<file path="src/rtl/if_fetch_stage.sv">
// ---------------------------------------------------------------------------
// if_fetch_stage
//
// Instruction fetch stage of a 5-stage pipeline: the program counter, the
// next-PC selector and the IF/ID pipeline register.
//
// After reset the stage spends exactly one BOOT cycle. During that cycle the
// PC holds RESET_PC, IF/ID is loaded with a bubble and all control inputs are
// ignored. The stage then runs (RUN) until the next reset.
//
// Optional feature: define IF_FETCH_PERF_CNT_EN to add the saturating
// stall_cnt / flush_cnt performance counters and their output ports.
//
// Parameters
//   RESET_PC       PC value loaded on reset
//
// Ports
//   clk            single clock, rising-edge active
//   rst            asynchronous active-high reset
//   PC_write       1 = PC may update, 0 = PC holds (hazard stall)
//   IF_ID_write    1 = IF/ID may load, 0 = IF/ID holds
//   IF_Flush       1 = IF/ID loads a bubble (overrides IF_ID_write)
//   PCSrc          next-PC select: 00 PC+4, 01 branch, 10 jump, 11 PC+4
//   branch_target  resolved branch address from ID
//   jump_target    resolved jump address from ID
//   imem_addr      instruction memory address (always equals PC)
//   imem_data      instruction word, combinational response to imem_addr
//   PC             current fetch PC
//   IF_ID_instr    registered instruction (nop for a bubble)
//   IF_ID_pc4      registered PC+4 of that instruction (0 for a bubble)
//   IF_ID_valid    1 = real instruction, 0 = bubble
//   stall_cnt      RUN cycles with PC_write=0, saturating (macro only)
//   flush_cnt      RUN cycles with IF_Flush=1, saturating (macro only)
// ---------------------------------------------------------------------------
module if_fetch_stage #(
  parameter logic [31:0] RESET_PC = 32'h0000_0000
) (
  input  logic        clk,
  input  logic        rst,
  input  logic        PC_write,
  input  logic        IF_ID_write,
  input  logic        IF_Flush,
  input  logic [1:0]  PCSrc,
  input  logic [31:0] branch_target,
  input  logic [31:0] jump_target,
  output logic [31:0] imem_addr,
  input  logic [31:0] imem_data,
  output logic [31:0] PC,
  output logic [31:0] IF_ID_instr,
  output logic [31:0] IF_ID_pc4,
  output logic        IF_ID_valid
`ifdef IF_FETCH_PERF_CNT_EN
  ,
  output logic [15:0] stall_cnt,
  output logic [15:0] flush_cnt
`endif
);

  localparam logic [31:0] NopInstr = 32'h0000_0000;

  typedef enum logic [0:0] {
    StBoot = 1'b0,
    StRun  = 1'b1
  } state_e;

  state_e      state_q, state_d;
  logic [31:0] pc_q, pc_d;
  logic [31:0] instr_q, instr_d;
  logic [31:0] pc4_q, pc4_d;
  logic        valid_q, valid_d;

  logic [31:0] pc_plus4;
  logic [31:0] next_pc;
  logic        run;

  assign run      = (state_q == StRun);
  // Plain 32-bit add: wraps modulo 2^32 at the top of the address space.
  assign pc_plus4 = pc_q + 32'd4;

  // Next-PC selection; the 11 encoding is treated as sequential.
  always_comb begin
    next_pc = pc_plus4;
    unique case (PCSrc)
      2'b01:   next_pc = branch_target;
      2'b10:   next_pc = jump_target;
      default: next_pc = pc_plus4;
    endcase
  end

  // FSM, PC and IF/ID next state.
  always_comb begin
    state_d = state_q;
    pc_d    = pc_q;
    instr_d = instr_q;
    pc4_d   = pc4_q;
    valid_d = valid_q;

    unique case (state_q)
      StBoot: begin
        // Control inputs are ignored; PC keeps RESET_PC and IF/ID is bubbled.
        state_d = StRun;
        pc_d    = RESET_PC;
        instr_d = NopInstr;
        pc4_d   = 32'h0000_0000;
        valid_d = 1'b0;
      end
      StRun: begin
        state_d = StRun;
        // A stall beats any redirect: PC only obeys PC_write.
        if (PC_write) begin
          pc_d = next_pc;
        end
        // Flush beats a held IF/ID register.
        if (IF_Flush) begin
          instr_d = NopInstr;
          pc4_d   = 32'h0000_0000;
          valid_d = 1'b0;
        end else if (IF_ID_write) begin
          instr_d = imem_data;
          pc4_d   = pc_plus4;
          valid_d = 1'b1;
        end
      end
      default: begin
        state_d = StBoot;
      end
    endcase
  end

  always_ff @(posedge clk or posedge rst) begin
    if (rst) begin
      state_q <= StBoot;
      pc_q    <= RESET_PC;
      instr_q <= NopInstr;
      pc4_q   <= 32'h0000_0000;
      valid_q <= 1'b0;
    end else begin
      state_q <= state_d;
      pc_q    <= pc_d;
      instr_q <= instr_d;
      pc4_q   <= pc4_d;
      valid_q <= valid_d;
    end
  end

`ifdef IF_FETCH_PERF_CNT_EN
  logic [15:0] stall_cnt_q, stall_cnt_d;
  logic [15:0] flush_cnt_q, flush_cnt_d;

  // Saturating event counters, active in RUN only.
  always_comb begin
    stall_cnt_d = stall_cnt_q;
    flush_cnt_d = flush_cnt_q;
    if (run && !PC_write && (stall_cnt_q != 16'hFFFF)) begin
      stall_cnt_d = stall_cnt_q + 16'd1;
    end
    if (run && IF_Flush && (flush_cnt_q != 16'hFFFF)) begin
      flush_cnt_d = flush_cnt_q + 16'd1;
    end
  end

  always_ff @(posedge clk or posedge rst) begin
    if (rst) begin
      stall_cnt_q <= 16'h0000;
      flush_cnt_q <= 16'h0000;
    end else begin
      stall_cnt_q <= stall_cnt_d;
      flush_cnt_q <= flush_cnt_d;
    end
  end

  assign stall_cnt = stall_cnt_q;
  assign flush_cnt = flush_cnt_q;
`else
  // Without the counters the RUN decode has no consumer.
  logic unused_run;
  assign unused_run = run;
`endif

  assign PC          = pc_q;
  assign imem_addr   = pc_q;
  assign IF_ID_instr = instr_q;
  assign IF_ID_pc4   = pc4_q;
  assign IF_ID_valid = valid_q;

endmodule

</file>
<file path="config.mk">
export PLATFORM = sky130hd
export DESIGN_NAME = if_fetch_stage
export DESIGN_NICKNAME = d
export VERILOG_FILES = /design/src/rtl/if_fetch_stage.sv
export SDC_FILE = /design/constraint.sdc
export NUM_CORES = 1
export LEC_CHECK = 0
export BUFFER_PORTS_ARGS = -buffer_cell sky130_fd_sc_hd__buf_2
export CAP_MARGIN = 40
export CORE_ASPECT_RATIO = 0.7
export CORE_MARGIN = 3
export CORE_UTILIZATION = 33
export CTS_CLUSTER_SIZE = 40
export DETAILED_ROUTE_END_ITERATION = 8
export RECOVER_POWER = 100
export SETUP_SLACK_MARGIN = 0.1
export SLEW_MARGIN = 20
export SYNTH_ARGS = -nofsm -noshare
export SYNTH_HDL_FRONTEND = slang
export SYNTH_SLANG_ARGS = --single-unit
</file>
<file path="constraint.sdc">
create_clock -name clk -period 3 [get_ports clk]
set_input_delay 0.6 -clock clk [delete_from_list [all_inputs] [get_ports clk]]
set_output_delay 0.6 -clock clk [all_outputs]
set_load 0.01 [all_outputs]
</file>
==> out/qor.yml, run 1 <==
holdPathStages: 2
synth.largest_area_cell: "dfrtp_1"
setup_tns_ps: 0
maxCapViolCount: 0
timing.rr.end: "IF_ID_pc4[27]"
place_congestion: 0.833
required_ps: 3240
synth_nets: 683
synth_area_leaders: "dfrtp_1 44%, a22o_1 7.1%, buf_4 4.3%"
r2r_cells: 4
syn_avg_cell_area_sq_um: 9.59
clkSinkCount: 98
syn-cell-area_sq_um: 5540
worst_pin_slew_ps: 1420
drt_iter0_markers: 380
core_area_sq_um: 16000
hold_buffers: 0
area_delta_synth_final_pct: 22.3
layout_setup_ws_ps: 410
period_share: 0.863
port-buffer-count: 231
synth.area.mux_share: 0.00181
rsz0062_at_grt: "no"
clk_transition_reported_paths_ps: 70
grt_use_met1: 0.296
grt_pass1_vias: 5408
relSlewSlack: 0.0558
synth_compound_area_frac: 0.255
ios: 232
leakage_nw: 2.92
synth_top_area_share: 0.443
htree_levels: 3
crit_type: "flip-flop to flip-flop"
design_area_sq_um: 6770
layout_common_cells: "136 x clkbuf_1, 100 x buf_2, 98 x dfrtp_1, 45 x a22o_1, 44 x nand2_1"
grt_pass1_wl_um: 30200
synth_fa_ha_area_frac: 0.00678
root_buffer: "clkbuf_16"
hold_viol: 0
first_pass_iters: 5
fin_crit_ps: 2590
yosys_register_bits: 98
grt.total_usage: 0.208
r2r_start: "PC[6]"
clockBufferDepth: 2
critPathCaptureType: "flip-flop"
antenna_found_initial: 1
hold_path_class: "input pin to flip-flop"
ant_nets: 0
pre_cts_slack_ps: 528
gr-total-overflow: 0
status: "finished, final reports clean"
dpl_cell_area_sq_um: 6690
min_to: "IF_ID_instr[15]"
die_area_sq_um: 18400
reg2reg_setup_slack_ps: 410
dp_hpwl_um: 14200
wl_per_cell_um: 19.5
final_max_slew_viol_count: 0
synth_xor_area_frac: 0.0206
grt_max_degree: 99
yosysSeqAreaShare: 0.443
cts_inserted_buffers: 9
grt_use_met2: 0.312
setup_viol: 0
use_met3: 0.0589
drcViolationCount: 0
busiest_layer: "met2"
synth-main-ff-cell: "dfrtp_1"
cts_tree: "built"
synth_cells: 577
post_cts_buffers: 0
power_density_nw_per_um2: 461
clk_latency_ps: 350
cts_resized: 0
num_vias: 5523
synth_top_family_by_area: "compound AO/OA/AOI/OAI gates"
drive_gt1_frac: 0.179
synth_edf_count: 0
worstHoldStart: "imem_data[15]"
die_height_um: 114
synthSimpleGateAreaFrac: 0.184
crit_path_start_kind: "flip-flop"
skew_ps: 4.85
critical_path.max_fanout: 26
drt-total-wl_um: 19200
nNetsFinal: 861
vdd_drop_max_mv: 0.242
synthArstFlopShare: 1.00
fmax_mhz: 386
startpoint: "PC[6]"
initial_core_util: 0.346
yosysWarnings: 0
vias_per_cell: 5.63
crit_arrival_ps: 2830
final_common_cell: "clkbuf_1"
die_w_um: 161
post_synth_num_cell_types: 58
std_cell_rows: 38
-- worst max path at each step --
stage                                to  slack (ps)  cells after the start
after floorplan                  PC[26]         730                      9
after global placement    IF_ID_pc4[30]         580                      5
after detailed placement         PC[24]         530                      5
after CTS                 IF_ID_pc4[28]         500                      5
after global routing             PC[31]         240                      4
final                     IF_ID_pc4[27]         410                      4
-- logic make-up after synthesis --
logic type | count (synthesis)
and+or+nand+nor | 190
AOI/OAI and AO/OA | 178
DFF | 98
buffers and inverters | 93
xor gates and xnor gates | 13
adders and majority gates | 3
other | 1
muxes | 1
-- power breakdown --
group	internal (mW)	total (mW)	switching (mW)
combinational	0.198	0.504	0.306
clock	0.576	1.14	0.560
sequential	1.38	1.48	0.107
-- layer usage --
| metal | up-vias | part of all wire |
|---|---|---|
| li1 | 2546 | - |
| met1 | 2660 | 0.46 |
| met2 | 297 | 0.43 |
| met3 | 20 | 0.096 |
| met4 | 0 | 0.012 |
| met5 | - | 0 |
-- final cells by class --
cell class              instances  area [sq um]
clock buffers                   9           225
flip-flops and latches         98          2450
repair buffers                251          1120
inverters                       9          37.5
clock inverters                 7          60.1
well taps                     220           275
fillers                      1733          9200
diodes                          1          2.50
multi-input cells             386          2600
-- cell usage after synthesis (5+ instances only) --
library cell / instances
dfrtp_1: 98
a22o_1: 45
clkbuf_1: 44
nand2_1: 44
nor2_1: 36
nand3_1: 35
buf_4: 32
a221oi_1: 24
o21ai_0: 20
o211ai_1: 19
a22oi_1: 17
nand4_1: 11
inv_1: 9
or4_1: 9
nor3_1: 8
nor4_1: 8
or3_1: 8
xnor2_1: 8
a21oi_1: 6
a221o_1: 6
o311ai_0: 6
o31ai_1: 6
a21o_1: 5
and4_1: 5
nor2b_1: 5
or4b_1: 5
xor2_1: 5
-- state kept, by name, indices dropped and copies added (netlist names) --
| register | cells |
|---|---|
| IF_ID_instr | 32 |
| IF_ID_pc4 | 32 |
| IF_ID_valid | 1 |
| PC | 32 |
| run | 1 |
-- metrics by stage --
stage | cells | total power, mW | hold WS [ps] | util
after floorplan | 577 | 1.81 | 516 | -
after global placement | 964 | 2.03 | 462 | 0.419
after detailed placement | 964 | 2.04 | 466 | 0.419
after CTS | 980 | 3.20 | 413 | 0.436
after global routing | 981 | 3.28 | 442 | 0.424
final | 981 | 3.12 | 461 | 0.424
-- critical path: stages (launching register included) --
cell and delay [ps]:
dfrtp_1 600, inv_1 170, or4_1 960, o311a_1 490, a221o_1 260
No activity file was read; power rests on OpenSTA's default activity.
==> inputs of run 2 (changes only) <==
--- a/config.mk
+++ b/config.mk
@@ -5,11 +5,12 @@
 export SDC_FILE = /design/constraint.sdc
 export NUM_CORES = 1
 export LEC_CHECK = 0
+export ABC_AREA = 1
 export BUFFER_PORTS_ARGS = -buffer_cell sky130_fd_sc_hd__buf_2
 export CAP_MARGIN = 40
 export CORE_ASPECT_RATIO = 0.7
 export CORE_MARGIN = 3
-export CORE_UTILIZATION = 33
+export CORE_UTILIZATION = 30
 export CTS_CLUSTER_SIZE = 40
 export DETAILED_ROUTE_END_ITERATION = 8
 export RECOVER_POWER = 100
==> run 2 against run 1 <==
Against the previous run: clock skew is 7.7 ps higher; critical path depth is 1 higher; synthesized cell count is 22% higher; clock power hardly changed; sequential power hardly changed; sequential cell count stayed put; cell count is 15% higher; combinational power is 3% higher; wire length is 6.7% lower.
==> out/qor.yml, run 2 <==
status: "finished, final reports clean"
clk_transition_reported_paths_ps: 70  # about the same
worst_pin_slew_ps: 1410  # -8.34 ps
syn-cell-area_sq_um: 5420  # -2.2%
num-fill-cells: 1901  # +9.7%
crit_path_start_kind: "flip-flop"
period_share: 0.744  # -0.119
rsz0062_at_grt: "no"
num_vias: 5065  # -8.3%
cts_inserted_buffers: 9  # unchanged
synth.largest_area_cell: "dfrtp_1"
drt_iter0_markers: 339  # -11%
fin_crit_ps: 2230  # -358 ps
drt-total-wl_um: 17900  # -6.7%
cp_common_cell: "nand2_1"
r2r_start: "run"
layout_common_cells: "283 x nand2_1, 130 x clkbuf_1, 101 x buf_2, 98 x dfrtp_1, 53 x inv_1"
dpl_cell_area_sq_um: 6580  # -1.6%
yosysSeqAreaShare: 0.453  # +0.00983
hold_buffers: 0  # unchanged
synth_area_leaders: "dfrtp_1 45%, nand2_1 20%, a22o_1 6.5%"
core_area_sq_um: 17400  # +9.0%
required_ps: 3270  # +30 ps
antenna_found_initial: 0  # -1
root_buffer: "clkbuf_16"
htree_levels: 3  # unchanged
clk_latency_ps: 360  # about the same
place_congestion: 0.832  # -0.11%
timing.rr.end: "IF_ID_pc4[31]"
critPathCaptureType: "flip-flop"
synth_cells: 702  # +22%
synth-main-ff-cell: "dfrtp_1"
holdPathStages: 2  # unchanged
area_delta_synth_final_pct: 22.5
grt.total_usage: 0.178  # -0.0292
fmax_mhz: 448  # +16%
dp_hpwl_um: 13900  # -2.0%
hold_path_class: "input pin to flip-flop"
std_cell_rows: 40  # +5.3%
design_area_sq_um: 6630  # -2.1%
cts_resized: 0  # unchanged
final_core_util: 0.381  # -0.0431
crit_arrival_ps: 2500  # -330 ps
gr-total-overflow: 0  # unchanged
clockBufferDepth: 2  # unchanged
port-buffer-count: 231  # unchanged
relSlewSlack: 0.0562  # +0.000403
grt_max_degree: 65  # -34%
worstHoldStart: "imem_data[3]"
maxCapViolCount: 0  # unchanged
cp_slowest_cell: "clkbuf_2"
ios: 232  # unchanged
die_area_sq_um: 19700  # +7.3%
reg2reg_setup_slack_ps: 770  # +360 ps
final_max_slew_viol_count: 0  # unchanged
drcViolationCount: 0  # unchanged
post_cts_buffers: 0  # unchanged
wl_per_cell_um: 15.9  # -19%
fin_cells: 1126  # +15%
diodes: 0  # -1
grt_pass1_wl_um: 27500  # -8.8%
final_common_cell: "nand2_1"
leakage_nw: 3.30  # +13%
crit_type: "flip-flop to flip-flop"
die_height_um: 118  # +3.5%
cp_cell_sequence: "nand2_1 > nor2_1 > clkbuf_2 > nand2_1 > o21ai_0"
synthTopCellsByCount: "282 x nand2_1, 98 x dfrtp_1, 54 x inv_1"
syn_avg_cell_area_sq_um: 7.71  # -20%
synth_edf_count: 0  # unchanged
yosysWarnings: 0  # unchanged
synth.most_common_cell: "nand2_1"
critical_path.max_fanout: 64  # +150%
nNetsFinal: 996  # +16%
vias_per_cell: 4.50  # -20%
setup_viol: 0  # unchanged
first_pass_iters: 8  # +3
drive_gt1_frac: 0.152  # -0.0270
skew_ps: 12.5  # +7.69 ps
power_density_nw_per_um2: 474  # +2.7%
clkSinkCount: 98  # unchanged
dp_cells: 1110  # +15%
r2r_cells: 5  # +1
post_synth_num_cell_types: 25  # -57%
synthArstFlopShare: 1.00  # unchanged
hold_viol: 0  # unchanged
cp_slowest_stage_delay_ps: 1010  # +50 ps
initial_core_util: 0.311  # -0.0356
vdd_drop_max_mv: 0.265  # +9.4%
grt_pass1_vias: 4803  # -11%
yosys_register_bits: 98  # unchanged
synth_nets: 808  # +18%
die_w_um: 167  # +3.6%
synth_top_area_share: 0.453  # +0.00983
cts_tree: "built"
setup_tns_ps: 0  # unchanged
ant_nets: 0  # unchanged
min_to: "IF_ID_instr[3]"
==> run 2: worst max-delay path: cells and delay by family (launching register included) <==
kind            cells  cell delay [ps]
compound gates      1              150
buf+inv             1             1010
flops               1              450
simple gates        3              520
==> run 2: kinds of logic (layout without fill, tap and decap cells) <==
family          Yosys count  in the layout  synth area share
compound gates           75             75             0.101
xor+xnor                 15             15            0.0243
fa+ha+maj                 3              3           0.00693
buf+inv                 117            310             0.108
flops                    98             98             0.453
other cells               1              1          0.000692
simple gates            393            393             0.307
==> run 2: where the power goes <==
group          internal [mW]  switching, mW  leakage, nW
clock                  0.604          0.546        0.144
combinational          0.188          0.333         1.83
sequential              1.38         0.0856         1.33
==> run 2: worst max-delay path by stage <==
stage / from / end / slack, ps / cells past startpoint
global placement: PCSrc[0] / PC[19] / 1030 / 10
detailed placement: IF_Flush / IF_ID_pc4[0] / 1000 / 7
floorplan: PCSrc[0] / PC[3] / 1150 / 8
finish: run / IF_ID_pc4[31] / 770 / 5
CTS: PC[3] / PC[22] / 1220 / 10
global route: run / IF_ID_pc4[31] / 550 / 5
==> run 2: cell type report <==
| type | count | area (sq um) | share of cell area |
|---|---|---|---|
| multi-input combinational | 487 | 2320 | 0.350 |
| clock buffer | 10 | 239 | 0.0360 |
| inverter | 54 | 204 | 0.0307 |
| clock inverter | 6 | 56.3 | 0.00849 |
| sequential | 98 | 2450 | 0.370 |
| timing repair buffer | 240 | 1070 | 0.161 |
| tap | 231 | 289 | 0.0436 |
==> run 2: per-layer routing <==
| metal | vias up | part of all wire | wire, um | GRT usage |
|---|---|---|---|---|
| met4 | 0 | 0.0082 | 146 | 0.0376 |
| li1 | 2581 | - | - | - |
| met2 | 234 | 0.37 | 6670 | 0.229 |
| met3 | 9 | 0.085 | 1520 | 0.0408 |
| met5 | - | 0 | 0 | 0 |
| met1 | 2241 | 0.53 | 9550 | 0.295 |
==> run 2: metrics by stage <==
stage	worst slack [ps]	hold WS, ps	power (mW)
3_3_place_gp	1030	462	2.04
2_1_floorplan	1150	515	1.81
5_1_grt	546	452	3.31
3_5_place_dp	1000	466	2.05
6_report	768	459	3.14
4_1_cts	1220	348	3.22
